==> config.mk <==
export PLATFORM = sky130hd
export DESIGN_NAME = cpu_v9
export DESIGN_NICKNAME = d
export VERILOG_FILES = /design/src/rtl/cpu_v9_pkg.sv /design/src/rtl/cpu_v9_register_file.sv /design/src/rtl/cpu_v9.sv
export SDC_FILE = /design/constraint.sdc
export NUM_CORES = 1
export LEC_CHECK = 0
export BUFFER_PORTS_ARGS = -buffer_cell sky130_fd_sc_hd__buf_2
export CORE_MARGIN = 2
export CORE_UTILIZATION = 45
export CTS_CLUSTER_DIAMETER = 120
export DETAILED_ROUTE_END_ITERATION = 6
export MAX_ROUTING_LAYER = met4
export PLACE_DENSITY = 0.69
export REMOVE_ABC_BUFFERS = 1
export SLEW_MARGIN = 15
export SYNTH_ARGS = -nofsm -noshare
export SYNTH_HDL_FRONTEND = slang
export SYNTH_SLANG_ARGS = --single-unit
export TNS_END_PERCENT = 30
==> constraint.sdc <==
create_clock -name clk -period 4.91 [get_ports clk]
set_input_delay 0.491 -clock clk [delete_from_list [all_inputs] [get_ports clk]]
set_output_delay 0.491 -clock clk [all_outputs]
set_load 0.02 [all_outputs]
==> src/rtl/cpu_v9_pkg.sv <==
// Shared types and instruction-field layout for the cpu_v9 core.
// Field offsets are derived from the instruction and register-address widths.
package cpu_v9_pkg;

    localparam int OP_W = 4;

    typedef enum logic [OP_W-1:0] {
        OP_NOP  = 4'd0,
        OP_MOV  = 4'd1,
        OP_LDI  = 4'd2,
        OP_IN   = 4'd3,
        OP_OUT  = 4'd4,
        OP_ADD  = 4'd5,
        OP_SUB  = 4'd6,
        OP_AND  = 4'd7,
        OP_OR   = 4'd8,
        OP_XOR  = 4'd9,
        OP_JMP  = 4'd10,
        OP_JZ   = 4'd11,
        OP_JNZ  = 4'd12,
        OP_JC   = 4'd13,
        OP_RSV  = 4'd14,
        OP_HALT = 4'd15
    } opcode_t;

    typedef enum logic {ST_RUN, ST_HALT} state_t;

    // Fields pack downward from the MSB: op, rd, ra, rb.
    function automatic int op_lsb(int iw);
        return iw - OP_W;
    endfunction

    function automatic int rd_lsb(int iw, int raw);
        return iw - OP_W - raw;
    endfunction

    function automatic int ra_lsb(int iw, int raw);
        return iw - OP_W - 2 * raw;
    endfunction

    function automatic int rb_lsb(int iw, int raw);
        return iw - OP_W - 3 * raw;
    endfunction

endpackage

==> src/rtl/cpu_v9_register_file.sv <==
// Register file: one synchronous write port, two combinational read ports,
// synchronous reset of every entry to zero.
module register_file_v2 #(
    parameter int WIDTH      = 8,
    parameter int ADDR_WIDTH = 3
) (
    input  logic                  clk,
    input  logic                  reset,
    input  logic                  we,
    input  logic [ADDR_WIDTH-1:0] waddr,
    input  logic [WIDTH-1:0]      wdata,
    input  logic [ADDR_WIDTH-1:0] raddr_a,
    input  logic [ADDR_WIDTH-1:0] raddr_b,
    output logic [WIDTH-1:0]      rdata_a,
    output logic [WIDTH-1:0]      rdata_b
);
    localparam int DEPTH = 1 << ADDR_WIDTH;

    logic [DEPTH-1:0][WIDTH-1:0] regs;

    always_ff @(posedge clk) begin
        if (reset)
            regs <= '0;
        else if (we)
            regs[waddr] <= wdata;
    end

    assign rdata_a = regs[raddr_a];
    assign rdata_b = regs[raddr_b];

endmodule

==> src/rtl/cpu_v9.sv <==
// Single-issue register CPU with Z/C flags, conditional jumps, HALT and
// valid/ready input/output ports; program ROM is external and combinational.
module cpu_v9
    import cpu_v9_pkg::*;
#(
    parameter int BUS_WIDTH        = 8,
    parameter int REG_ADDR_WIDTH   = 3,
    parameter int INSTR_ADDR_WIDTH = 6,
    parameter int INSTR_WIDTH      = 16
) (
    input  logic                        clk,
    input  logic                        reset,
    output logic [INSTR_ADDR_WIDTH-1:0] instr_addr,
    input  logic [INSTR_WIDTH-1:0]      instr,
    input  logic [BUS_WIDTH-1:0]        in_data,
    input  logic                        in_valid,
    output logic                        in_ready,
    output logic [BUS_WIDTH-1:0]        out_data,
    output logic                        out_valid,
    input  logic                        out_ready,
    output logic                        halted
);
    localparam int OP_LSB = op_lsb(INSTR_WIDTH);
    localparam int RD_LSB = rd_lsb(INSTR_WIDTH, REG_ADDR_WIDTH);
    localparam int RA_LSB = ra_lsb(INSTR_WIDTH, REG_ADDR_WIDTH);
    localparam int RB_LSB = rb_lsb(INSTR_WIDTH, REG_ADDR_WIDTH);
    localparam logic [INSTR_ADDR_WIDTH-1:0] PC_ONE = 1;

    typedef struct packed {
        opcode_t                     op;
        logic [REG_ADDR_WIDTH-1:0]   rd;
        logic [REG_ADDR_WIDTH-1:0]   ra;
        logic [REG_ADDR_WIDTH-1:0]   rb;
        logic [BUS_WIDTH-1:0]        imm;
        logic [INSTR_ADDR_WIDTH-1:0] target;
    } dec_t;

    dec_t                        d;
    state_t                      state;
    logic [INSTR_ADDR_WIDTH-1:0] pc;
    logic                        z_flag, c_flag;
    logic [BUS_WIDTH-1:0]        ra_data, rb_data, wr_data, alu_res;
    logic                        alu_c, alu_op, we, run, out_load, stall, take_jump;

    always_comb begin
        d.op     = opcode_t'(instr[OP_LSB +: OP_W]);
        d.rd     = instr[RD_LSB +: REG_ADDR_WIDTH];
        d.ra     = instr[RA_LSB +: REG_ADDR_WIDTH];
        d.rb     = instr[RB_LSB +: REG_ADDR_WIDTH];
        d.imm    = instr[BUS_WIDTH-1:0];
        d.target = instr[INSTR_ADDR_WIDTH-1:0];
    end

    register_file_v2 #(.WIDTH(BUS_WIDTH), .ADDR_WIDTH(REG_ADDR_WIDTH)) u_rf (
        .clk     (clk),
        .reset   (reset),
        .we      (we),
        .waddr   (d.rd),
        .wdata   (wr_data),
        .raddr_a (d.ra),
        .raddr_b (d.rb),
        .rdata_a (ra_data),
        .rdata_b (rb_data)
    );

    assign run        = (state == ST_RUN);
    assign halted     = (state == ST_HALT);
    assign instr_addr = pc;
    assign in_ready   = run && (d.op == OP_IN);
    // OUT may reload in the same cycle the consumer drains the old value.
    assign out_load   = run && (d.op == OP_OUT) && (!out_valid || out_ready);
    assign stall      = ((d.op == OP_IN) && !in_valid) || ((d.op == OP_OUT) && !out_load);
    assign alu_op     = (d.op == OP_ADD) || (d.op == OP_SUB) || (d.op == OP_AND) ||
                        (d.op == OP_OR)  || (d.op == OP_XOR);

    always_comb begin
        alu_res = '0;
        alu_c   = 1'b0;
        case (d.op)
            OP_ADD: {alu_c, alu_res} = {1'b0, ra_data} + {1'b0, rb_data};
            OP_SUB: begin
                alu_res = ra_data - rb_data;
                alu_c   = (ra_data < rb_data);
            end
            OP_AND: alu_res = ra_data & rb_data;
            OP_OR:  alu_res = ra_data | rb_data;
            OP_XOR: alu_res = ra_data ^ rb_data;
            default: ;
        endcase
    end

    always_comb begin
        we      = 1'b0;
        wr_data = alu_res;
        case (d.op)
            OP_MOV: begin we = run; wr_data = ra_data; end
            OP_LDI: begin we = run; wr_data = d.imm;   end
            OP_IN:  begin we = in_ready && in_valid; wr_data = in_data; end
            default: we = run && alu_op;
        endcase
    end

    always_comb begin
        case (d.op)
            OP_JMP:  take_jump = 1'b1;
            OP_JZ:   take_jump = z_flag;
            OP_JNZ:  take_jump = !z_flag;
            OP_JC:   take_jump = c_flag;
            default: take_jump = 1'b0;
        endcase
    end

    always_ff @(posedge clk) begin
        if (reset) begin
            state     <= ST_RUN;
            pc        <= '0;
            z_flag    <= 1'b0;
            c_flag    <= 1'b0;
            out_data  <= '0;
            out_valid <= 1'b0;
        end else begin
            // Output handshake keeps running in HALT so a pending value drains.
            if (out_load) begin
                out_data  <= ra_data;
                out_valid <= 1'b1;
            end else if (out_ready) begin
                out_valid <= 1'b0;
            end
            if (run) begin
                if (d.op == OP_HALT)
                    state <= ST_HALT;
                else if (!stall)
                    pc <= take_jump ? d.target : pc + PC_ONE;
                if (alu_op) begin
                    z_flag <= (alu_res == '0);
                    c_flag <= alu_c;
                end
            end
        end
    end

endmodule

==> results.sh <==
export IMPL_r2r_setup_slack_ps=1180
export IMPL_syn_area_per_cell_um2=8.96
export IMPL_netlist_cell_type_count=63
export IMPL_multiInputGateArea_um2=3670
export IMPL_wl_per_cell_um=19.6
export IMPL_critPathMaxStageDelay_ps=580
export IMPL_gp_congestion=0.919
export IMPL_io_buffers=44
export IMPL_yosys_area_top_type="dfxtp_1"
export IMPL_async_flop_share_pct=0
export IMPL_grt_start_max_net_pins=58
export IMPL_fin_setup_tns_ps=0
export IMPL_via_per_inst=6.02
export IMPL_drt_pass1_iterations=5
export IMPL_min_period_ps=4130
export IMPL_slew_headroom_pct=39.2
export IMPL_cts_setup_buffers=0
export IMPL_cp_slowest_cell="mux4_2"
export IMPL_r2r_start="u_rf.regs[56]"
export IMPL_totalWireLength_um=16000
export IMPL_netlist_top_cells_area="dfxtp_1, mux4_2, mux2i_1"
export IMPL_insertedDiodeCount=0
export IMPL_ys_seq_elements=82
export IMPL_cts_buffer_depth=2
export IMPL_hold_depth=3
export IMPL_rsz0062_at_grt="false"
export IMPL_initialDrtViolationCount=497
export IMPL_yosysMostFrequentCell="nor2_1"
export IMPL_crit_chain="buf_2 -> mux4_2 -> mux2i_1 -> inv_1 -> ha_1 -> fa_1 -> a21o_1 -> a21o_1 -> nand2_1 -> o22ai_1 -> o22a_1 -> a21oi_1 -> a211oi_1"
export IMPL_die_height_um=115
export IMPL_die_area_um2=13300
export IMPL_ios=45
export IMPL_hold_path_class="in2reg"
export IMPL_num_fill_cells=1096
export IMPL_ctsResizeCount=0
export IMPL_total_leakage_power_nw=2.52
export IMPL_cts_tree="done"
export IMPL_layoutNonFillerInstCount=815
export IMPL_grt_pass1_wl_um=25400
export IMPL_ys_seq_area_share_pct=29.5
export IMPL_outcome="finished, final reports clean"
export IMPL_ant_nets=0
export IMPL_synth_enable_flop_cells=0
export IMPL_path_class="in2reg"
export IMPL_die_x_um=115
export IMPL_critPathLaunchType="input pin"
export IMPL_path_max_fanout=17
export IMPL_synthesis_area_um2=5570
export IMPL_initial_core_util_pct=46.2
export IMPL_hold_buffers=0
export IMPL_fin_crit_sh_pct=84.1
export IMPL_timing_rr_end="u_rf.regs[22]"
export IMPL_hpwl_um=11500
export IMPL_drcViolationCount=0
export IMPL_area_growth_pct=11.9
export IMPL_p_switching_mw=0.476
export IMPL_tightest_slew_ps=905
export IMPL_setup_viol=0
export IMPL_fmax_mhz=242
export IMPL_clock_sinks=82
export IMPL_power_density_nw_per_um2=285
export IMPL_final_nets=699
export IMPL_dp_cells=800
export IMPL_clkPwrFrac_pct=45.2
export IMPL_grt_usage_pct=25.8
export IMPL_core_um2=12100
export IMPL_htreeDepth=3
export IMPL_crit_required_ps=5110
export IMPL_critPathCaptureType="flop"
export IMPL_num_vias=4907
export IMPL_cap_violations=0
export IMPL_setup_ws_ps=780
export IMPL_internal_power_mw=1.30
export IMPL_cp_common_cell="a21o_1"
export IMPL_antenna_found_initial=0
export IMPL_finalHoldViolations=0
export IMPL_swShare_pct=26.8
export IMPL_syn_inst=622
export IMPL_critPathCapture="u_rf.regs[22]"
export IMPL_ff2ff_path_depth=12
export IMPL_crit_start="instr[6]"
export IMPL_gr_total_overflow=0
export IMPL_insertion_delay_ps=350
export IMPL_clock_skew_ps=8.50
export IMPL_drive_above_1_share_pct=18.1
export IMPL_power_frac_seq_pct=39.5
export IMPL_synth_top_cell_area_share_pct=29.5
export IMPL_crit_arrival_ps=4330
export IMPL_clk_pin_slew_ps=60
export IMPL_rows=40
export IMPL_numCtsBuffers=9
export IMPL_pwr_share_comb_pct=15.3
export IMPL_layout_area_seq_um2=1640
export IMPL_post_place_ws_ps=452
export IMPL_postLayoutCoreUtil_pct=51.7
export IMPL_cts_root_buf="clkbuf_16"
export IMPL_synthTopCellsByCount="nor2_1, dfxtp_1, mux2i_1"
export IMPL_grt_pass1_vias=4753
export IMPL_slew_violations=0
export IMPL_ys_flop_type="dfxtp_1"
export IMPL_yosys_warnings=0
export IMPL_irDropWorstVdd_mv=0.171
[metal layers]
metal	vias to the layer above	part of all wire, %	global-route usage, %
met4	0	2.4	10.1
met5	-	0	-
met1	2387	43	33.1
li1	2320	-	-
met3	33	6.5	4.27
met2	167	48	40.7
[power groups by stage]
stage | Combinational (mW) | Clock, mW | Sequential [mW]
3_5_place_dp | 0.268 | 0 | 0.716
3_3_place_gp | 0.265 | 0 | 0.715
5_1_grt | 0.297 | 0.840 | 0.704
6_report | 0.271 | 0.803 | 0.702
4_1_cts | 0.269 | 0.818 | 0.701
2_1_floorplan | 0.155 | 0 | 0.720
[logic make-up after synthesis]
family	count (synthesis)	share of synthesized area, %
adders and majority gates	28	6.56
and+or+nand+nor	232	19.8
DFF	82	29.5
AOI/OAI and AO/OA	125	15.9
muxes	86	22.9
xor gates and xnor gates	3	0.472
buffers and inverters	66	4.83
[worst min-delay path by stage]
| stage | end | slack, ps | start |
|---|---|---|---|
| 6_report | instr_addr[1] | 430 | instr[1] |
| 5_1_grt | instr_addr[1] | 440 | instr[1] |
| 4_1_cts | instr_addr[1] | 410 | instr[1] |
| 3_5_place_dp | u_rf.regs[59] | 490 | u_rf.regs[59] |
| 3_3_place_gp | u_rf.regs[58] | 470 | u_rf.regs[58] |
| 2_1_floorplan | u_rf.regs[56] | 450 | u_rf.regs[56] |
[sequential cells by signal, summed over array words and instances (netlist names)]
signal      cells
out_data        8
instr_addr      6
u_rf.regs      64
z_flag          1
halted          1
out_valid       1
c_flag          1
[critical path: cells and delay by family]
kind / cells / cell delay (ps)
AND/OR/NAND/NOR: 1 / 100
adder cells (fa/ha/maj): 2 / 680
AO/OA/AOI/OAI: 6 / 1440
multiplexers: 2 / 990
buffers and inverters: 2 / 610
[cell usage in the layout (no fill, tap or decap), types with 3 or more instances in the layout]
| cell type | instances |
|---|---|
| nand2_1 | 24 |
| mux2_2 | 4 |
| or2_2 | 4 |
| bufinv_16 | 3 |
| o221ai_1 | 4 |
| nor3b_1 | 5 |
| dfxtp_1 | 82 |
| mux2i_1 | 49 |
| nor3_1 | 26 |
| a31oi_1 | 6 |
| a211o_1 | 4 |
| a311oi_1 | 3 |
| o22ai_1 | 7 |
| mux4_2 | 32 |
| nand2b_1 | 7 |
| a21oi_1 | 24 |
| and3_1 | 3 |
| ha_1 | 26 |
| buf_4 | 7 |
| a21o_1 | 8 |
| clkbuf_16 | 9 |
| inv_1 | 25 |
| o22a_1 | 3 |
| a22oi_1 | 8 |
| o21ai_0 | 12 |
| buf_2 | 44 |
| nor2_1 | 127 |
| o21a_1 | 4 |
| a211oi_1 | 18 |
| nand4_1 | 5 |
| nand3_1 | 5 |
| nor2b_1 | 8 |
[stage by stage]
stage                     hold slack (ps)  area (µm²)  power [mW]
final                                 431        6240        1.78
after floorplan                       454        5400       0.875
after global placement                473        5890       0.980
after global routing                  442        6240        1.84
after CTS                             414        6240        1.79
after detailed placement              487        5890       0.984
[layout make-up]
class | count | share of cell area (%)
Clock buffer | 10 | 3.83
Timing Repair Buffer | 51 | 4.37
Inverter | 25 | 1.50
Clock inverter | 5 | 1.77
Multi-Input combinational cell | 474 | 58.8
Tap cell | 168 | 3.37
Sequential cell | 82 | 26.3
Note: power is estimated with default switching activity, not from simulation.
